--- src/rtl/sat_counter.sv ---
// Saturating up-counter with sync reset, soft clear and a look-ahead next value.
module sat_counter #(
  parameter int               WIDTH = 8,
  parameter logic [WIDTH-1:0] MAX   = '1
) (
  input  logic             clk,
  input  logic             rst_i,
  input  logic             clr_i,
  input  logic             inc_i,
  output logic [WIDTH-1:0] count_o,
  output logic [WIDTH-1:0] next_o
);

  logic [WIDTH-1:0] count_q;
  logic [WIDTH-1:0] count_d;

  always_comb begin
    count_d = count_q;
    if (clr_i) begin
      count_d = '0;
    end else if (inc_i && (count_q != MAX)) begin
      count_d = count_q + WIDTH'(1);
    end
  end

  always_ff @(posedge clk) begin
    if (rst_i) begin
      count_q <= '0;
    end else begin
      count_q <= count_d;
    end
  end

  assign count_o = count_q;
  assign next_o  = count_d;

endmodule

--- config.mk ---
export PLATFORM = sky130hd
export DESIGN_NAME = sat_counter
export DESIGN_NICKNAME = d
export VERILOG_FILES = /design/src/rtl/sat_counter.sv
export SDC_FILE = /design/constraint.sdc
export NUM_CORES = 1
export LEC_CHECK = 0
export CAP_MARGIN = 20
export CORE_MARGIN = 3
export CORE_UTILIZATION = 39
export DETAILED_ROUTE_END_ITERATION = 10
export GPL_TIMING_DRIVEN = 0
export PLACE_DENSITY_LB_ADDON = 0.25
export SETUP_SLACK_MARGIN = 0.2
export SLEW_MARGIN = 5
export SYNTH_ARGS = -nofsm -noshare
export SYNTH_HDL_FRONTEND = slang
export SYNTH_SLANG_ARGS = --single-unit
export TNS_END_PERCENT = 1
--- constraint.sdc ---
create_clock -name clk -period 1.7 [get_ports clk]
set_input_delay 0.34 -clock clk [delete_from_list [all_inputs] [get_ports clk]]
set_output_delay 0.34 -clock clk [all_outputs]
set_load 0.02 [all_outputs]
# Word level (Yosys, flattened, before mapping)

Index checks and enable logic that the tools add are counted.

Bits in registers: 8
Input port bits: 4

Multiplexer cells: 2
Reduce and logical (&&, ||, !) cells: 1
Equality and inequality tests: 1
Add/sub/neg operators: 1

Operators by type and width:

| kind                | number |
|---|---|
| $mux 8              | 2 |
| $add 8x1->8 const B | 1 |
| $ne 8x8->1 const B  | 1 |
| $logic_and 1x1->1   | 1 |

# Longest topological paths before layout

Gate-level depths: netlist of run 1.

Depth in word-level cells: 4
Depth in mapped cells: 4
Gate-level depth less buffers: 4

# Worst setup path before layout of run 1

Ideal clock, no wire load.

Kind: flip-flop to output port
Start point: register count_q[0], in the netlist count_o[0]
End point: output next_o[1]
Slack: -0.238 ns
Arrival: 1.598 ns
Cell stages (with the launch flop): 5
Path buffers: 0
Path through: dfxtp_1 -> ha_1 -> and3_1 -> a21boi_4 -> mux2i_1

Cells in the longest elaborated chain, start to end: 4

RTL lines:

| element                                                             | RTL line | RTL |
|---|---|---|
| from (decl)                                                         | 14       | `logic [WIDTH-1:0] count_q;` |
| from (signal assigned)                                              | 30       | `count_q <= count_d;` |
| parallel branches: the longest is 2 deep, another holds $add 8x1->8 | --       |  |
| $mux 8 (*)                                                          | 21       | `end else if (inc_i && (count_q != MAX)) begin` |
| $mux 8 (*)                                                          | 19       | `if (clr_i) begin` |
| to (decl)                                                           | 11       | `output logic [WIDTH-1:0] next_o` |

Mark *: on every way between the ends.

# Final worst setup path of run 1

Start point: register count_q[1], in the netlist count_o[1]
End point: output next_o[5]

The elaborated chain is that of the path after synthesis.

==> results.toml, run 1 <==
[run_status]
outcome = "finished with violations"
violations = "setup timing"

[global_route]
antenna_found_initial = 0
overflow = 0
grt_max_degree = 11
grt.total_usage_pct = 18.1
grt_pass1_vias = 623
grt_pass1_wl_um = 2750

[timing]
slew_viol_final = 0
fin_crit_ps = 2020
setup_viol = 8
clock_skew_ps = 10.3
max_slew.worst_pin.slew_ps = 319
finalCritPeriodShare_pct = 119
hold_ws_ps = 512
rsz0062_at_grt = "yes"
relSlewSlack_pct = 78.5
fmax_ghz = 0.495
final.setup.worst_slack_ps = -319
hold_viol_final = 0

[layout]
fin_nets = 109
layout_commonest_cell = "buf_4"
largest_register_ffs = 8
drive_gt1_share_pct = 50.5
n_fill_cell = 121
layout_common_cells = "buf_4, nand2_1, dlygate4sd2_1"
fin_area_um2 = 993
area_growth_pct = 67.9
utilization_pct = 72.7
finalNonFillerCells = 118
diodes = 0

[logic_synthesis]
ys.flop_type = "dfxtp_1"
netlist_instances = 69
synth_edf_count = 0
avgSynthCellArea_um2 = 8.58
ys_ff_latch = 8
synth-async-reset-ratio_pct = 0
syn_nets = 74
yosysUniqueCellTypes = 28
netlist_area_um2 = 592
yosys_warnings = 0
ys_seq_area_share_pct = 27.1

[clock_tree]
clk-insertion-delay-late_ps = 270
clockBufferDepth = 2
clkTransAtPathRegs_ps = 70
clock_sinks = 8
cts_tree = "yes"
numCtsBuffers = 3
cts_max_level = 1
cts-root-buf = "clkbuf_4"

[critical_path]
crit_path_end_kind = "output pin"
slowest_delay_ps = 370
path_delay_family = "flip-flops"
path_cells = "nand4_1 -> buf_4 -> a211oi_4 -> mux2_4 -> buf_6"
crit_arrival_ps = 1680
critPathMaxFanout = 3
cp-start-kind = "register"
path_buf_inv = 2
cp.required_ps = 1360
cp_slowest_cell = "dfxtp_4"
path_class = "reg2out"

[detailed_routing]
drt_iter0_drc = 14
wl_um = 1760
routedWlPerCell_um = 14.9
antenna_left = 0
remaining_drc_errors = 0
vias = 666
via_per_inst = 5.64
dr.pass1.iters = 4

[die]
die-area_um2 = 2020
ios = 20
die_x_um = 45.0
start_util_pct = 43.3
core_um2 = 1370
row_count = 13
die_h_um = 45.0

[power_and_ir_drop]
p_leak_nw = 0.418
power_mw = 0.417
vdd_drop_max_uv = 362
pwr_density_cell_nw_per_um2 = 420

[run]
max-cap-violations = 0

[place]
dp_cells = 103
port_buffers = 19
dp_hpwl_um = 1020
place.gp.congestion = 0.768
placed_area_um2 = 866

[hold_path]
hp-class = "in2reg"
==> area by class of cell <==
type / instances / area (um2) / area share [%]
Multi-Input combinational cell: 57 / 477 / 48.0
Timing Repair Buffer: 30 / 243 / 24.4
Sequential cell: 8 / 185 / 18.6
Buffer: 3 / 40.0 / 4.03
Clock buffer: 4 / 26.3 / 2.64
Tap cell: 15 / 18.8 / 1.89
Inverter: 1 / 3.75 / 0.378
==> final timing paths <==
kind | startpoint | end | slack, ps | depth (start not counted)
setup reg to reg | count_o[1] | count_o[5] | 340 | 5
setup / recovery | count_o[1] | next_o[5] | -320 | 5
hold reg to reg | count_o[5] | count_o[5] | 520 | 2
hold / removal | inc_i | count_o[2] | 510 | 3
==> power by group <==
| part | internal, mW | switching (mW) | total, mW |
|---|---|---|---|
| clock network | 0.0905 | 0.0779 | 0.168 |
| registers | 0.181 | 0.00263 | 0.183 |
| logic | 0.0326 | 0.0329 | 0.0655 |
==> cell usage after synthesis, types with 2 or more instances <==
library cell  number  area [um2]
nand2_1            8        30.0
or3_1              4        25.0
a21oi_1            4        20.0
nand2b_1           3        18.8
dfxtp_1            8         160
nand3_1            2        10.0
and4_1             2        17.5
nand4_1            2        12.5
mux2_4             3        45.0
nor2b_1            3        18.8
nor3_1             3        15.0
nor4_1             4        25.0
mux2i_1            5        50.1
nor2_1             4        15.0
==> metal layers <==
layer  global-route usage, %  wire length, um  vias to the layer above
met5                       0                0                        -
met3                    2.79              105                        4
li1                        -                -                      327
met4                    8.77               23                        0
met2                    28.8              865                       19
met1                    23.6              761                      316
==> cells by family after synthesis <==
| kind of cell | synth area share, % |
|---|---|
| mux | 16.1 |
| buf+inv | 4.01 |
| simple gates | 35.9 |
| compound gates | 14.8 |
| fa+ha+maj | 2.11 |
| flops | 27.1 |
==> repair_timing <==
item,CTS,global route
endpoints found under the hold margin,0,0
hold buffers,0,0
buffers inserted,7,4
pin swaps,5,4
resized for setup,63,7
endpoints found under the setup margin,16,13
==> metrics by stage <==
stage / setup TNS (ps) / setup WS, ps
after floorplan: 0 / 57.8
after global placement: -6320 / -917
after detailed placement: -6490 / -936
after CTS: -1480 / -346
after global routing: -2150 / -393
final: -1660 / -319
==> worst register-to-register path, delay by kind of cell (launching register included) <==
kind / cells / cell delay, ps
AOI/OAI and AO/OA: 1 / 240
and+or+nand+nor: 1 / 160
muxes: 1 / 160
buffers and inverters: 2 / 340
DFF: 1 / 370
No activity file was read; power rests on OpenSTA's default activity.
==> inputs of run 2 (changes only) <==
--- a/config.mk
+++ b/config.mk
@@ -6,8 +6,9 @@
 export NUM_CORES = 1
 export LEC_CHECK = 0
 export CAP_MARGIN = 20
-export CORE_MARGIN = 3
-export CORE_UTILIZATION = 39
+export CORE_ASPECT_RATIO = 0.8
+export CORE_MARGIN = 2
+export CORE_UTILIZATION = 35
 export DETAILED_ROUTE_END_ITERATION = 10
 export GPL_TIMING_DRIVEN = 0
 export PLACE_DENSITY_LB_ADDON = 0.25
==> run 2 against run 1 <==
Net effect:
- the run still ends with setup timing left
- via count shrank 6.0%
- global-route usage shrank 1.4 points
- core utilization shrank 13 points
- hold slack lost 19 ps
- clock-buffer cell count is the same
- sequential cell count is the same
- sequential power is essentially flat
- sequential share of layout area shrank 0.092 points
- critical path depth is the same
- final cell count grew 0.85%
==> results.toml, run 2 (synthesized netlist as in run 1, its figures left out) <==
[power_and_ir_drop]
switching_share_pct = 27.1
vdd_drop_max_uv = 302
p_switching_mw = 0.115
p_leak_nw = 0.392
power_mw = 0.425
pwr_density_cell_nw_per_um2 = 440
p_int_mw = 0.310
seqPwrFrac_pct = 43.9
pwr-share-comb_pct = 16.1
clockPowerShare_pct = 40.0

[detailed_routing]
remaining_drc_errors = 0
routedWlPerCell_um = 13.0
wl_um = 1550
via_per_inst = 5.26
antenna_left = 0
drt_iter0_drc = 5
vias = 626
dr.pass1.iters = 2

[timing]
fmax_ghz = 0.488
hold_viol_final = 0
rsz0062_at_grt = "yes"
setup_viol = 8
max_slew.worst_pin.slew_ps = 304
final.setup.worst_slack_ps = -347
slew_viol_final = 0
finalSetupTns_ps = -1440
fin_crit_ps = 2050
relSlewSlack_pct = 79.5
finalCritPeriodShare_pct = 120
clock_skew_ps = 11.7

[global_route]
grt.total_usage_pct = 16.7
grt_pass1_vias = 527
antenna_found_initial = 0
grt_max_degree = 11
overflow = 0
grt_pass1_wl_um = 2390

[clock_tree]
clkTransAtPathRegs_ps = 70
numCtsBuffers = 3
cts_tree = "yes"
cts_max_level = 1
clockBufferDepth = 2
ctsHoldBuffers = 0
clk-insertion-delay-late_ps = 270
clock_sinks = 8
cts-root-buf = "clkbuf_4"

[run_status]
violations = "setup timing"
outcome = "finished with violations"

[hold_path]
hp-class = "reg2reg"
min-delay-start = "count_o[5]"

[die]
ios = 20
row_count = 13
core_um2 = 1610
die_h_um = 40.8
start_util_pct = 36.8
die_x_um = 50.0
die-area_um2 = 2040

[place]
port_buffers = 19
dp_hpwl_um = 1030
place.gp.congestion = 0.718
place_ws_ps = -946

[critical_path]
crit_start = "count_o[2]"
critPathMaxFanout = 8
cp-start-kind = "register"
path_class = "reg2out"
cp.required_ps = 1360
crit_path_end_kind = "output pin"
crit_arrival_ps = 1710
r2r_start = "count_o[0]"

[run]
max-cap-violations = 0

[layout]
diodes = 0
largest_register_ffs = 8
regArea_um2 = 179
layout_common_cells = "dlygate4sd2_1, nand2_1, buf_4"
drive_gt1_share_pct = 44.3
layout_commonest_cell = "dlygate4sd2_1"
area_growth_pct = 63.0
multi_input_area_um2 = 475
fin_nets = 103
n_fill_cell = 147
run 2: worst max-delay path: stages (launching register included):
cell      delay, ps
dfxtp_4         380
nand4_1         190
buf_4           200
a211oi_4        210
mux2_4          330
buf_6           130
run 2: cell type report:
cell class / instances / share of cell area (%)
Multi-Input combinational cell: 57 / 49.3
Buffer: 3 / 4.15
Clock buffer: 4 / 2.72
Tap cell: 22 / 2.85
Inverter: 1 / 0.389
Sequential cell: 8 / 18.5
Timing Repair Buffer: 24 / 22.0
run 2: what timing repair did:
action | CTS | global route
gates cloned | 0 | 0
gates resized for setup | 62 | 4
pin swaps | 6 | 3
buffers inserted | 5 | 0
setup endpoints to repair | 16 | 9
run 2: power groups by stage:
stage / combinational (mW) / sequential, mW / clock [mW]
after floorplan: 0.0327 / 0.195 / 0
after global placement: 0.0573 / 0.193 / 0
after detailed placement: 0.0583 / 0.193 / 0
after CTS: 0.0653 / 0.186 / 0.175
after global routing: 0.0728 / 0.187 / 0.183
final: 0.0685 / 0.186 / 0.170
run 2: routing by layer:
metal  routed length, um  GRT usage (%)
met1                 791           20.1
met2                 675           28.7
met3                  57           3.28
met4                  25           10.4
met5                   0              0
run 2: worst paths after layout:
path | to | slack, ps | cells after the start
max | next_o[5] | -350 | 5
min | count_o[5] | 490 | 2
max reg2reg | count_o[1] | 410 | 5
min reg2reg | count_o[5] | 490 | 2
run 2: metrics by stage:
stage,hold WS (ps),cell area (um2),instances,util (%)
detailed placement,486,875,110,54.3
floorplan,411,657,69,-
global route,513,965,119,59.9
finish,493,965,119,59.9
global placement,482,875,110,54.3
CTS,494,955,119,59.3
==> inputs of run 3 (changes only) <==
--- a/config.mk
+++ b/config.mk
@@ -12,7 +12,6 @@
 export DETAILED_ROUTE_END_ITERATION = 10
 export GPL_TIMING_DRIVEN = 0
 export PLACE_DENSITY_LB_ADDON = 0.25
-export SETUP_SLACK_MARGIN = 0.2
 export SLEW_MARGIN = 5
 export SYNTH_ARGS = -nofsm -noshare
 export SYNTH_HDL_FRONTEND = slang
==> constraint.sdc (replaced) <==
create_clock -name clk -period 2.25 [get_ports clk]
set_input_delay 0.45 -clock clk [delete_from_list [all_inputs] [get_ports clk]]
set_output_delay 0.45 -clock clk [all_outputs]
set_load 0.02 [all_outputs]
==> run 3 against run 2 <==
Net effect:
- the flow now finishes without violations
- critical path depth stayed put
- first-iteration DRC count is 140% higher
- total power is 30% lower
- clock skew is 8.1 ps lower
- highest routed layer unchanged
==> results.toml, run 3 (synthesized netlist as in run 1, its figures left out) <==
[layout]
largest_register_ffs = 8
layout_common_cells = "clkdlybuf4s50_1, nand2_1, clkbuf_2"
fin_area_um2 = 843
fin_nets = 99
layout_commonest_cell = "clkdlybuf4s50_1"
drive_gt1_share_pct = 30.4
diodes = 0
area_growth_pct = 42.5

[timing]
finalSetupTns_ps = 0
slew_viol_final = 0
fin_crit_ps = 2160
fmax_ghz = 0.462
finalCritPeriodShare_pct = 96.2
hold_viol_final = 0
rsz0062_at_grt = "no"
clock_skew_ps = 3.52
max_slew.worst_pin.slew_ps = 427
setup_viol = 0
relSlewSlack_pct = 71.5

[run]
max-cap-violations = 0

[critical_path]
path_buf_inv = 1
crit_start = "count_o[0]"
crit_path_end_kind = "output pin"
path_cells = "ha_4 -> and3_4 -> a211oi_4 -> mux2_4 -> clkbuf_2"
path_delay_family = "flip-flops"
cp.required_ps = 1800
critPathMaxFanout = 8
r2r_setup_slack_ps = 1010
r2r_cells = 4
cp-start-kind = "register"
path_class = "reg2out"
slowest_delay_ps = 370
crit_arrival_ps = 1710
cp_slowest_cell = "dfxtp_4"
r2r-end = "count_o[5]"
r2r_start = "count_o[0]"

[detailed_routing]
vias = 568
dr.pass1.iters = 3
via_per_inst = 4.98
drt_iter0_drc = 12
remaining_drc_errors = 0
wl_um = 1290
antenna_left = 0
routedWlPerCell_um = 11.3

[power_and_ir_drop]
p_leak_nw = 0.311
clockPowerShare_pct = 38.5
p_int_mw = 0.221
pwr-share-comb_pct = 12.4
pwr_density_cell_nw_per_um2 = 351
switching_share_pct = 25.3
vdd_drop_max_uv = 289
seqPwrFrac_pct = 49.1
p_switching_mw = 0.0748

[die]
row_count = 13
die-area_um2 = 2040
start_util_pct = 36.8
die_h_um = 40.8
die_x_um = 50.0
core_um2 = 1610
ios = 20

[clock_tree]
clock_sinks = 8
clockBufferDepth = 2
clk-insertion-delay-late_ps = 260
cts_max_level = 1
cts-root-buf = "clkbuf_4"
numCtsBuffers = 3
cts_tree = "yes"
clkTransAtPathRegs_ps = 60
ctsHoldBuffers = 0

[global_route]
grt_pass1_wl_um = 2190
overflow = 0
antenna_found_initial = 0
grt.total_usage_pct = 15.3
grt_max_degree = 12
grt_pass1_vias = 478

[hold_path]
hold_depth = 2
min-delay-start = "count_o[1]"
holdPathEnd = "count_o[1]"
hp-class = "reg2reg"

[place]
port_buffers = 19
place.gp.congestion = 0.725
dp_hpwl_um = 926
placed_area_um2 = 810

[run_status]
outcome = "complete, no violations"
==> run 3: cell count changes in the layout (fill, tap and decap cells not counted), moves of 5 or more <==
cell | previous run | this run
clkdlybuf4s50_1 | 1 | 9
clkbuf_2 | 0 | 6
dlygate4sd2_1 | 9 | 3
buf_4 | 7 | 2
buf_6 | 6 | 1
==> run 3: worst max-delay path by stage <==
stage	end	slack, ps	depth (start not counted)
after detailed placement	next_o[5]	-600	5
final	next_o[5]	90	5
after global routing	next_o[5]	3	5
after global placement	next_o[5]	-600	5
after floorplan	next_o[1]	200	4
after CTS	next_o[5]	-130	6
==> run 3: tightest hold or removal path, stage by stage (launching register included) <==
cell and delay, ps:
dfxtp_2 360, nand2_1 60, mux2i_1 50
==> run 3: layout make-up <==
| type | count | area [um2] |
|---|---|---|
| Sequential cell | 8 | 168 |
| Multi-Input combinational cell | 57 | 439 |
| Inverter | 1 | 3.75 |
| Timing Repair Buffer | 21 | 166 |
| Fill cell | 155 | 767 |
| Clock buffer | 3 | 22.5 |
| Tap cell | 22 | 27.5 |
| Buffer | 2 | 16.3 |
==> run 3: timing repair <==
action	in CTS	in global routing
setup endpoints to repair	8	6
buffers inserted	1	1
gates resized for setup	20	18
pin swaps	2	1
==> run 3: power groups by stage <==
stage / sequential, mW / clock, mW / combinational, mW
2_1_floorplan: 0.149 / 0 / 0.0217
3_5_place_dp: 0.148 / 0 / 0.0402
5_1_grt: 0.146 / 0.131 / 0.0403
3_3_place_gp: 0.148 / 0 / 0.0400
4_1_cts: 0.145 / 0.122 / 0.0369
6_report: 0.145 / 0.114 / 0.0367
==> run 3: per-layer routing <==
layer	global-route usage [%]	share of wire (%)	vias up
met2	23.7	43	14
met3	7.66	7.0	2
met5	0	0	-
met4	6.25	0.62	0
li1	-	-	304
met1	18.4	49	248
==> run 3: through the flow <==
stage	worst slack, ps	std cells	power, mW	utilization (%)	hold WS [ps]
after floorplan	202	69	0.171	-	528
after global placement	-599	110	0.188	50.3	513
after detailed placement	-597	110	0.188	50.3	515
after CTS	-135	113	0.305	51.7	491
after global routing	3.02	114	0.317	52.4	551
final	86.5	114	0.296	52.4	514
